[src/rtl/alu32_arbiter.sv]
// Purpose: shares one external combinational 32-bit ALU between NREQ requesters, round-robin.
// Latency: grant in cycle 0, ALU evaluated in cycle 1, registered response valid from cycle 2.
// Backpressure: response is held until resp_ready; no new grant is issued while a response is pending.
//
// Ports:
//   clk, reset                 single clock, synchronous active-high reset
//   req_valid/req_ready        per-requester request / one-hot grant (combinational)
//   req_a/req_b/req_op         packed per-requester operands ([32*i+:32]) and op ([2*i+:2])
//   alu_a/alu_b/alu_ctrl       registered operands driven to the shared ALU
//   alu_result/alu_flags       combinational ALU outputs {neg, zero, carry, overflow}
//   resp_valid/resp_ready      response handshake
//   resp_id/result/flags       registered response payload
//   busy                       high whenever an operation is in flight
module alu32_arbiter #(
  parameter int NREQ = 4,
  parameter int IDW  = $clog2(NREQ)
) (
  input  logic                 clk,
  input  logic                 reset,
  input  logic [NREQ-1:0]      req_valid,
  output logic [NREQ-1:0]      req_ready,
  input  logic [NREQ*32-1:0]   req_a,
  input  logic [NREQ*32-1:0]   req_b,
  input  logic [NREQ*2-1:0]    req_op,
  output logic [31:0]          alu_a,
  output logic [31:0]          alu_b,
  output logic [1:0]           alu_ctrl,
  input  logic [31:0]          alu_result,
  input  logic [3:0]           alu_flags,
  output logic                 resp_valid,
  input  logic                 resp_ready,
  output logic [IDW-1:0]       resp_id,
  output logic [31:0]          resp_result,
  output logic [3:0]           resp_flags,
  output logic                 busy
);

  typedef enum logic [1:0] {
    IDLE = 2'd0,
    EXEC = 2'd1,
    RESP = 2'd2
  } state_t;

  state_t         state_q;
  state_t         state_d;
  logic [IDW-1:0] rr_ptr;
  logic [IDW-1:0] rr_nxt;
  logic [IDW-1:0] gnt_id;
  logic [IDW-1:0] gnt_sel;
  logic           gnt_found;
  logic [IDW:0]   scan_idx;
  logic [31:0]    op_a;
  logic [31:0]    op_b;
  logic [1:0]     op_ctrl;
  logic [31:0]    sel_a;
  logic [31:0]    sel_b;
  logic [1:0]     sel_op;

  // Round-robin scan: first valid requester at or after rr_ptr, wrapping at NREQ.
  // scan_idx carries one extra bit so the wrap works for non-power-of-two NREQ.
  always_comb begin
    gnt_found = 1'b0;
    gnt_sel   = rr_ptr;
    scan_idx  = '0;
    for (int k = 0; k < NREQ; k++) begin
      scan_idx = {1'b0, rr_ptr} + (IDW+1)'(k);
      if (scan_idx >= (IDW+1)'(NREQ)) begin
        scan_idx = scan_idx - (IDW+1)'(NREQ);
      end
      if (!gnt_found && req_valid[scan_idx[IDW-1:0]]) begin
        gnt_found = 1'b1;
        gnt_sel   = scan_idx[IDW-1:0];
      end
    end
  end

  assign rr_nxt = (gnt_sel == IDW'(NREQ - 1)) ? '0 : gnt_sel + 1'b1;

  // Operand select for the winning requester.
  always_comb begin
    sel_a  = '0;
    sel_b  = '0;
    sel_op = '0;
    for (int i = 0; i < NREQ; i++) begin
      if (gnt_sel == IDW'(i)) begin
        sel_a  = req_a[32*i +: 32];
        sel_b  = req_b[32*i +: 32];
        sel_op = req_op[2*i +: 2];
      end
    end
  end

  // Next state and grant. The grant is masked during reset so no requester
  // believes it was accepted on an edge where the FSM is being cleared.
  always_comb begin
    state_d   = state_q;
    req_ready = '0;
    case (state_q)
      IDLE: begin
        if (gnt_found) begin
          state_d            = EXEC;
          req_ready[gnt_sel] = !reset;
        end
      end
      EXEC:    state_d = RESP;
      RESP:    if (resp_ready) state_d = IDLE;
      default: state_d = IDLE;
    endcase
  end

  always_ff @(posedge clk) begin
    if (reset) begin
      state_q     <= IDLE;
      rr_ptr      <= '0;
      gnt_id      <= '0;
      op_a        <= '0;
      op_b        <= '0;
      op_ctrl     <= '0;
      resp_valid  <= 1'b0;
      resp_id     <= '0;
      resp_result <= '0;
      resp_flags  <= '0;
    end else begin
      state_q <= state_d;
      if (state_q == IDLE && gnt_found) begin
        op_a    <= sel_a;
        op_b    <= sel_b;
        op_ctrl <= sel_op;
        gnt_id  <= gnt_sel;
        rr_ptr  <= rr_nxt;
      end
      if (state_q == EXEC) begin
        resp_result <= alu_result;
        resp_flags  <= alu_flags;
        resp_id     <= gnt_id;
        resp_valid  <= 1'b1;
      end
      if (state_q == RESP && resp_ready) begin
        resp_valid <= 1'b0;
      end
    end
  end

  // ALU inputs come straight from the capture registers, so they only move on a grant.
  assign alu_a    = op_a;
  assign alu_b    = op_b;
  assign alu_ctrl = op_ctrl;
  assign busy     = (state_q != IDLE);

endmodule

[config.mk]
export PLATFORM = sky130hd
export DESIGN_NAME = alu32_arbiter
export DESIGN_NICKNAME = d
export VERILOG_FILES = /design/src/rtl/alu32_arbiter.sv
export SDC_FILE = /design/constraint.sdc
export NUM_CORES = 1
export LEC_CHECK = 0
export ABC_AREA = 0
export BUFFER_PORTS_ARGS = -buffer_cell sky130_fd_sc_hd__clkbuf_2
export CORE_AREA = 5 5 158 160
export DETAILED_ROUTE_END_ITERATION = 10
export DIE_AREA = 0 0 163 165
export PLACE_DENSITY = 0.53
export SYNTH_ARGS = -nofsm -noshare
export SYNTH_HDL_FRONTEND = slang
export SYNTH_SLANG_ARGS = --single-unit
[constraint.sdc]
create_clock -name clk -period 7.2 [get_ports clk]
set_input_delay 1.44 -clock clk [delete_from_list [all_inputs] [get_ports clk]]
set_output_delay 1.44 -clock clk [all_outputs]
set_load 0.01 [all_outputs]
==> flow_summary.toml, run 1 <==
[status]
status = "completed"

[clock_network]
postCtsHoldBufs = 0
numCtsBuffers = 9
clk_pin_slew_ps = 90
clockBufferDepth = 2
clk_latency_ps = 360
clock-sinks = 111
cts-htree-levels = 3
cts_tree = "done"
post-cts-setup-buffer-count = 0
clockRootBuffer = "clkbuf_16"
cts_resized = 0

[synth]
synth_common_cells = "dfxtp_1, a21oi_1, nand2_1, nor2_1"
netlist_top_cells_area = "dfxtp_1, a221oi_1, a21oi_1"
synth_nets = 1136
yosysSeqAreaShare_pct = 35.9
synthFlopType = "dfxtp_1"
synth_edf_count = 0
synth-seq-cells = 111
synth_cell_type_count = 28
synth_warnings = 0
yosys.area.top_type = "dfxtp_1"
ys_async_sr_fraction_pct = 0
synth_area_mm2 = 0.00620
synth_most_common_cell = "dfxtp_1"
synth_area_per_cell_um2 = 7.51
yosys.area.top_type_share_pct = 35.9
syn_inst = 825

[routing]
ant_nets = 0
drcViolationCount = 0
drt-pass1-iter-count = 5
drtIter0Drc = 387
vias = 7243
routedWlPerCell_um = 17.1
drt-total-wl_um = 25600
viasPerCell = 4.84

[sta]
fmax_ghz = 0.207
setup_violations = 0
drv_slew = 0
finalSetupTns_ps = 0
worst_slack_ps = 2370
min_period_ps = 4830
worstMarginPinSlew_ps = 1040
max_slew_margin_pct = 30.9
fin_crit_sh_pct = 67.1
rsz0062_at_grt = "false"
skew_ps = 11.9
finalHoldViolations = 0

[power]
p_int_mw = 1.38
power_switching_mw = 0.910
power.density_mw_per_mm2 = 262
power.combinational.fraction_pct = 44.1
total_leakage_power_nw = 4.10
pwr-share-seq_pct = 33.6
switching_share_pct = 39.8
pwr-share-clk_pct = 22.4
irDropWorstVdd_v = 0.000117

[setup_path]
worst_setup_path_start_kind = "primary input"
cp-end-kind = "primary output"
required_ps = 5760
crit_fanout = 62
crit_type = "primary input to primary output"
arrival_ps = 3390
cp_common_cell = "clkbuf_2"
max_stage_delay_ps = 570
cp_slowest_cell = "ha_4"
crit_chain = "clkbuf_2, nor2b_1, or4_1, nand2_1, ha_4, and2_1, clkbuf_2"

[final_layout]
nets = 1485
num_antenna_cells = 0
syn2layout_area_growth_pct = 40.8
utilization_pct = 37.5
layout-drive-gt1-share_pct = 39.6

[floorplanning]
rows = 56
dieHeight_um = 165
ioPinCount = 417
start_util_pct = 26.6
die_w_um = 163
coreArea_mm2 = 0.0233
die_area_mm2 = 0.0269

[placement]
dp_slack_ps = 2310
hpwl_um = 19000
gp_congestion = 0.826
io_buffers = 416

[global_route]
grt_pass1_wl_um = 38300
grt_overflow_total = 0
grt_pass1_vias = 7152
grt_usage_pct = 17.8
antenna_found_initial = 0
grt_start_max_net_pins = 82

[min_path]
hold_path.class = "flop to flop"

[run]
drv_cap = 0
-- layout by cell type, fill, tap and decap left out, types with 2 or more instances in the layout --
cell       Yosys  layout
inv_6          0       2
nor3_1        68      68
and2_1         6       6
clkbuf_16      0       9
nand3b_1      66      66
clkinv_8       0       2
inv_1         68      68
clkbuf_2       0     415
a21oi_1      107     107
nand2_1       83      83
a211oi_1      49      49
ha_4           0       3
nor2_1        73      73
a221oi_1      66      66
nor2b_1        4       3
buf_4          0      10
o21ai_0        4       4
a311oi_1       2       2
a211oi_2      18      18
dfxtp_1      111     111
-- worst max-delay path, delay by kind of cell --
kind	cells	cell delay (ps)
buffers and inverters	2	250
adders and majority gates	1	570
and+or+nand+nor	4	1130
-- power groups by stage --
| stage | combinational, mW | sequential (mW) | clock (mW) |
|---|---|---|---|
| finish | 1.01 | 0.769 | 0.512 |
| global route | 1.12 | 0.783 | 0.554 |
| CTS | 1.02 | 0.769 | 0.539 |
| global placement | 1.02 | 0.778 | 0 |
| floorplan | 0.625 | 0.823 | 0 |
| detailed placement | 1.02 | 0.781 | 0 |
-- worst paths after layout --
path	startpoint	to	slack [ps]	depth (start not counted)
setup reg to reg	rr_ptr[1]	alu_b[5]	3770	9
setup / recovery	req_valid[0]	req_ready[2]	2370	7
hold reg to reg	gnt_id[0]	resp_id[0]	450	2
hold / removal	gnt_id[0]	resp_id[0]	450	2
-- stage by stage --
step                std cells  power [mW]  hold WS [ps]  cell area, um2
floorplan                 825        1.45           432            6200
global route             1498        2.46           472            8720
CTS                      1498        2.33           459            8720
finish                   1498        2.29           451            8720
detailed placement       1482        1.80           446            8420
global placement         1482        1.79           441            8420
-- cell families after synthesis --
kind of cell | Yosys count | synth area share [%]
compound gates | 249 | 28.5
fa+ha+maj | 4 | 0.808
buf+inv | 155 | 10.2
flops | 111 | 35.9
simple gates | 306 | 24.7
-- state kept, by name (all words and copies together) (netlist names) --
| signal | cells |
|---|---|
| resp_result | 32 |
| resp_valid | 1 |
| gnt_id | 2 |
| rr_ptr | 2 |
| alu_a | 32 |
| alu_b | 32 |
| state_q | 2 |
| alu_ctrl | 2 |
| resp_flags | 4 |
| resp_id | 2 |
-- area by class of cell --
type	instances	area (um2)
tap	319	399
clock inverter	7	75.1
clock buffer	9	225
sequential	111	2220
inverter	68	255
fill	2562	14500
multi-input combinational	559	3400
timing repair buffer	425	2150
-- layer usage --
layer / part of all wire [%] / wire length [um] / GRT usage, %
met4: 1.7 / 438 / 4.46
met2: 49 / 12600 / 30.9
met3: 7.6 / 1950 / 5.12
met1: 42 / 10600 / 21.6
met5: 0 / 0 / 0
Power figures use the tool's default switching activity.
==> inputs of run 2 (changes only) <==
Settings changed: ABC_AREA 0 to 1, CORE_AREA 5 5 158 160 to 5 5 159 161, DIE_AREA 0 0 163 165 to 0 0 164 166, PLACE_DENSITY 0.53 to 0.52.
Clock period 7.2 ns to 4.77 ns, I/O delays scaled along.
==> flow_summary.toml, run 2 <==
[sta]
max_slew_margin_pct = 27.2
worst_slack_ps = 988
setup_violations = 0
finalSetupTns_ps = 0
drv_slew = 0
fin_crit_sh_pct = 79.3
min_period_ps = 3780
skew_ps = 8.64
fmax_ghz = 0.264
rsz0062_at_grt = "false"
finalHoldViolations = 0
worstMarginPinSlew_ps = 1090

[routing]
drt-total-wl_um = 27800
vias = 7648
ant_nets = 0
drcViolationCount = 0
drt-pass1-iter-count = 8
routedWlPerCell_um = 17.2
viasPerCell = 4.73
drtIter0Drc = 457

[synth]
synth-seq-cells = 111
synth_nets = 1240
synth_area_per_cell_um2 = 6.56
yosysSeqAreaShare_pct = 36.5
netlist_top_cells_area = "dfxtp_1, o21ai_0, a21oi_1"
synth_edf_count = 0
syn_inst = 929
synth_warnings = 0
yosys.area.top_type_share_pct = 36.5
synthFlopType = "dfxtp_1"
yosys.area.top_type = "dfxtp_1"
synth_common_cells = "o21ai_0, nand2_1, a21oi_1, dfxtp_1, nor2_1"
ys_async_sr_fraction_pct = 0
synth_most_common_cell = "o21ai_0"
synth_area_mm2 = 0.00609
synth_cell_type_count = 25

[floorplanning]
rows = 57
start_util_pct = 25.6
ioPinCount = 417
dieHeight_um = 166
die_w_um = 164
coreArea_mm2 = 0.0238
die_area_mm2 = 0.0272

[placement]
hpwl_um = 20400
dp_slack_ps = 975
dpl_cell_area_mm2 = 0.00826
gp_congestion = 0.875
io_buffers = 416

[clock_network]
clk_pin_slew_ps = 80
numCtsBuffers = 9
cts_resized = 0
clock-sinks = 111
post-cts-setup-buffer-count = 0
postCtsHoldBufs = 0
cts-htree-levels = 3
clk_latency_ps = 360
cts_tree = "done"
clockBufferDepth = 2
clockRootBuffer = "clkbuf_16"

[final_layout]
syn2layout_area_growth_pct = 40.5
fill_cells = 2696
final_common_cell = "clkbuf_2"
utilization_pct = 35.9
final_cell_area_mm2 = 0.00856
nets = 1595
final_cell_mix = "clkbuf_2, o21ai_0, nand2_1"
layout-drive-gt1-share_pct = 36.5

[setup_path]
crit_fanout = 40
cp-end-kind = "primary output"
r2r_start = "rr_ptr[0]"
reg2reg_depth = 18
worst_setup_path_start_kind = "flop"
arrival_ps = 2830
required_ps = 3820
crit_type = "flop to primary output"
rrSetupSlack_ps = 1310
r2r_end = "alu_b[1]"

[global_route]
antenna_found_initial = 5
grt_pass1_wl_um = 41600
grt_usage_pct = 19.2
grt_pass1_vias = 7273
grt_overflow_total = 0
grt_start_max_net_pins = 109

[power]
finalPower_mw = 7.98
pwr-share-seq_pct = 18.4
total_leakage_power_nw = 4.43
power_switching_mw = 4.46
switching_share_pct = 55.9
pwr-share-clk_pct = 9.6
power.density_mw_per_mm2 = 932
power.combinational.fraction_pct = 71.9
irDropWorstVdd_v = 0.000438
p_int_mw = 3.52

[min_path]
hold_path.class = "flop to flop"
hold_path_startpoint = "gnt_id[0]"
whs_path_depth = 2
hold_end = "gnt_id[0]"

[run]
drv_cap = 0

[status]
status = "completed"
==> run 2: changes by cell type after synthesis, moves of 10 or more <==
| cell | previous run | this run |
|---|---|---|
| o21ai_1 | 0 | 58 |
| a21oi_1 | 107 | 136 |
| a211oi_2 | 18 | 0 |
| nand2_1 | 83 | 163 |
| a221oi_1 | 66 | 0 |
| buf_1 | 1 | 11 |
| buf_6 | 3 | 14 |
| inv_1 | 68 | 12 |
| nor3_1 | 68 | 0 |
| nand3_1 | 0 | 75 |
| buf_2 | 20 | 2 |
| a211oi_1 | 49 | 0 |
| o21ai_0 | 4 | 181 |
| nand3b_1 | 66 | 1 |
==> run 2: final cells by class <==
| type | count | area (um2) | area share [%] |
|---|---|---|---|
| multi-input combinational | 716 | 3390 | 39.6 |
| sequential | 111 | 2220 | 26.0 |
| timing repair buffer | 428 | 2170 | 25.4 |
| tap | 324 | 405 | 4.74 |
| clock buffer | 10 | 229 | 2.68 |
| inverter | 18 | 73.8 | 0.863 |
| clock inverter | 6 | 62.6 | 0.731 |
| antenna | 3 | 7.51 | 0.0877 |
==> run 2: worst max-delay path by stage <==
stage / from / to / slack, ps / cells after the start
2_1_floorplan: req_valid[3] / req_ready[0] / 1100 / 12
4_1_cts: rr_ptr[0] / req_ready[3] / 970 / 13
5_1_grt: rr_ptr[0] / req_ready[3] / 700 / 13
3_3_place_gp: req_valid[3] / alu_b[1] / 940 / 18
3_5_place_dp: req_valid[3] / alu_b[1] / 980 / 18
6_report: rr_ptr[0] / req_ready[3] / 990 / 13
==> run 2: metrics by stage <==
stage | cells | hold slack (ps)
2_1_floorplan | 929 | 438
3_3_place_gp | 1597 | 459
3_5_place_dp | 1597 | 465
4_1_cts | 1613 | 480
5_1_grt | 1616 | 519
6_report | 1616 | 481
==> run 2: cells by family after synthesis <==
group / Yosys count / share of synthesized area (%)
AO/OA/AOI/OAI: 383 / 32.0
flip-flops: 111 / 36.5
buffers and inverters: 102 / 8.09
AND/OR/NAND/NOR: 329 / 22.6
adder cells (fa/ha/maj): 4 / 0.822
==> run 2: metal layers <==
layer  routed length (um)  track usage (%)  up-vias
met3                 2760             6.83       51
li1                     -                -     3902
met1                11300             23.0     3365
met2                12700             31.0      326
met4                  970             7.73        4
met5                   21                0        -
==> run 2: critical path, cell delays in order (launching register included) <==
cell and delay [ps]:
dfxtp_1 610, inv_4 100, nand2_1 90, nand3_1 80, nand2_1 190, nand3_2 140
nor2_1 140, nand2_1 80, nand2_1 140, inv_1 100, ha_1 240, inv_4 290
nor2_1 90, clkbuf_2 140
==> run 2: power by group through the flow <==
| stage | registers [mW] | clock network (mW) | logic (mW) |
|---|---|---|---|
| floorplan | 1.61 | 0 | 4.08 |
| global placement | 1.48 | 0 | 5.82 |
| detailed placement | 1.48 | 0 | 5.85 |
| CTS | 1.47 | 0.797 | 5.86 |
| global route | 1.51 | 0.833 | 6.61 |
| finish | 1.47 | 0.769 | 5.74 |
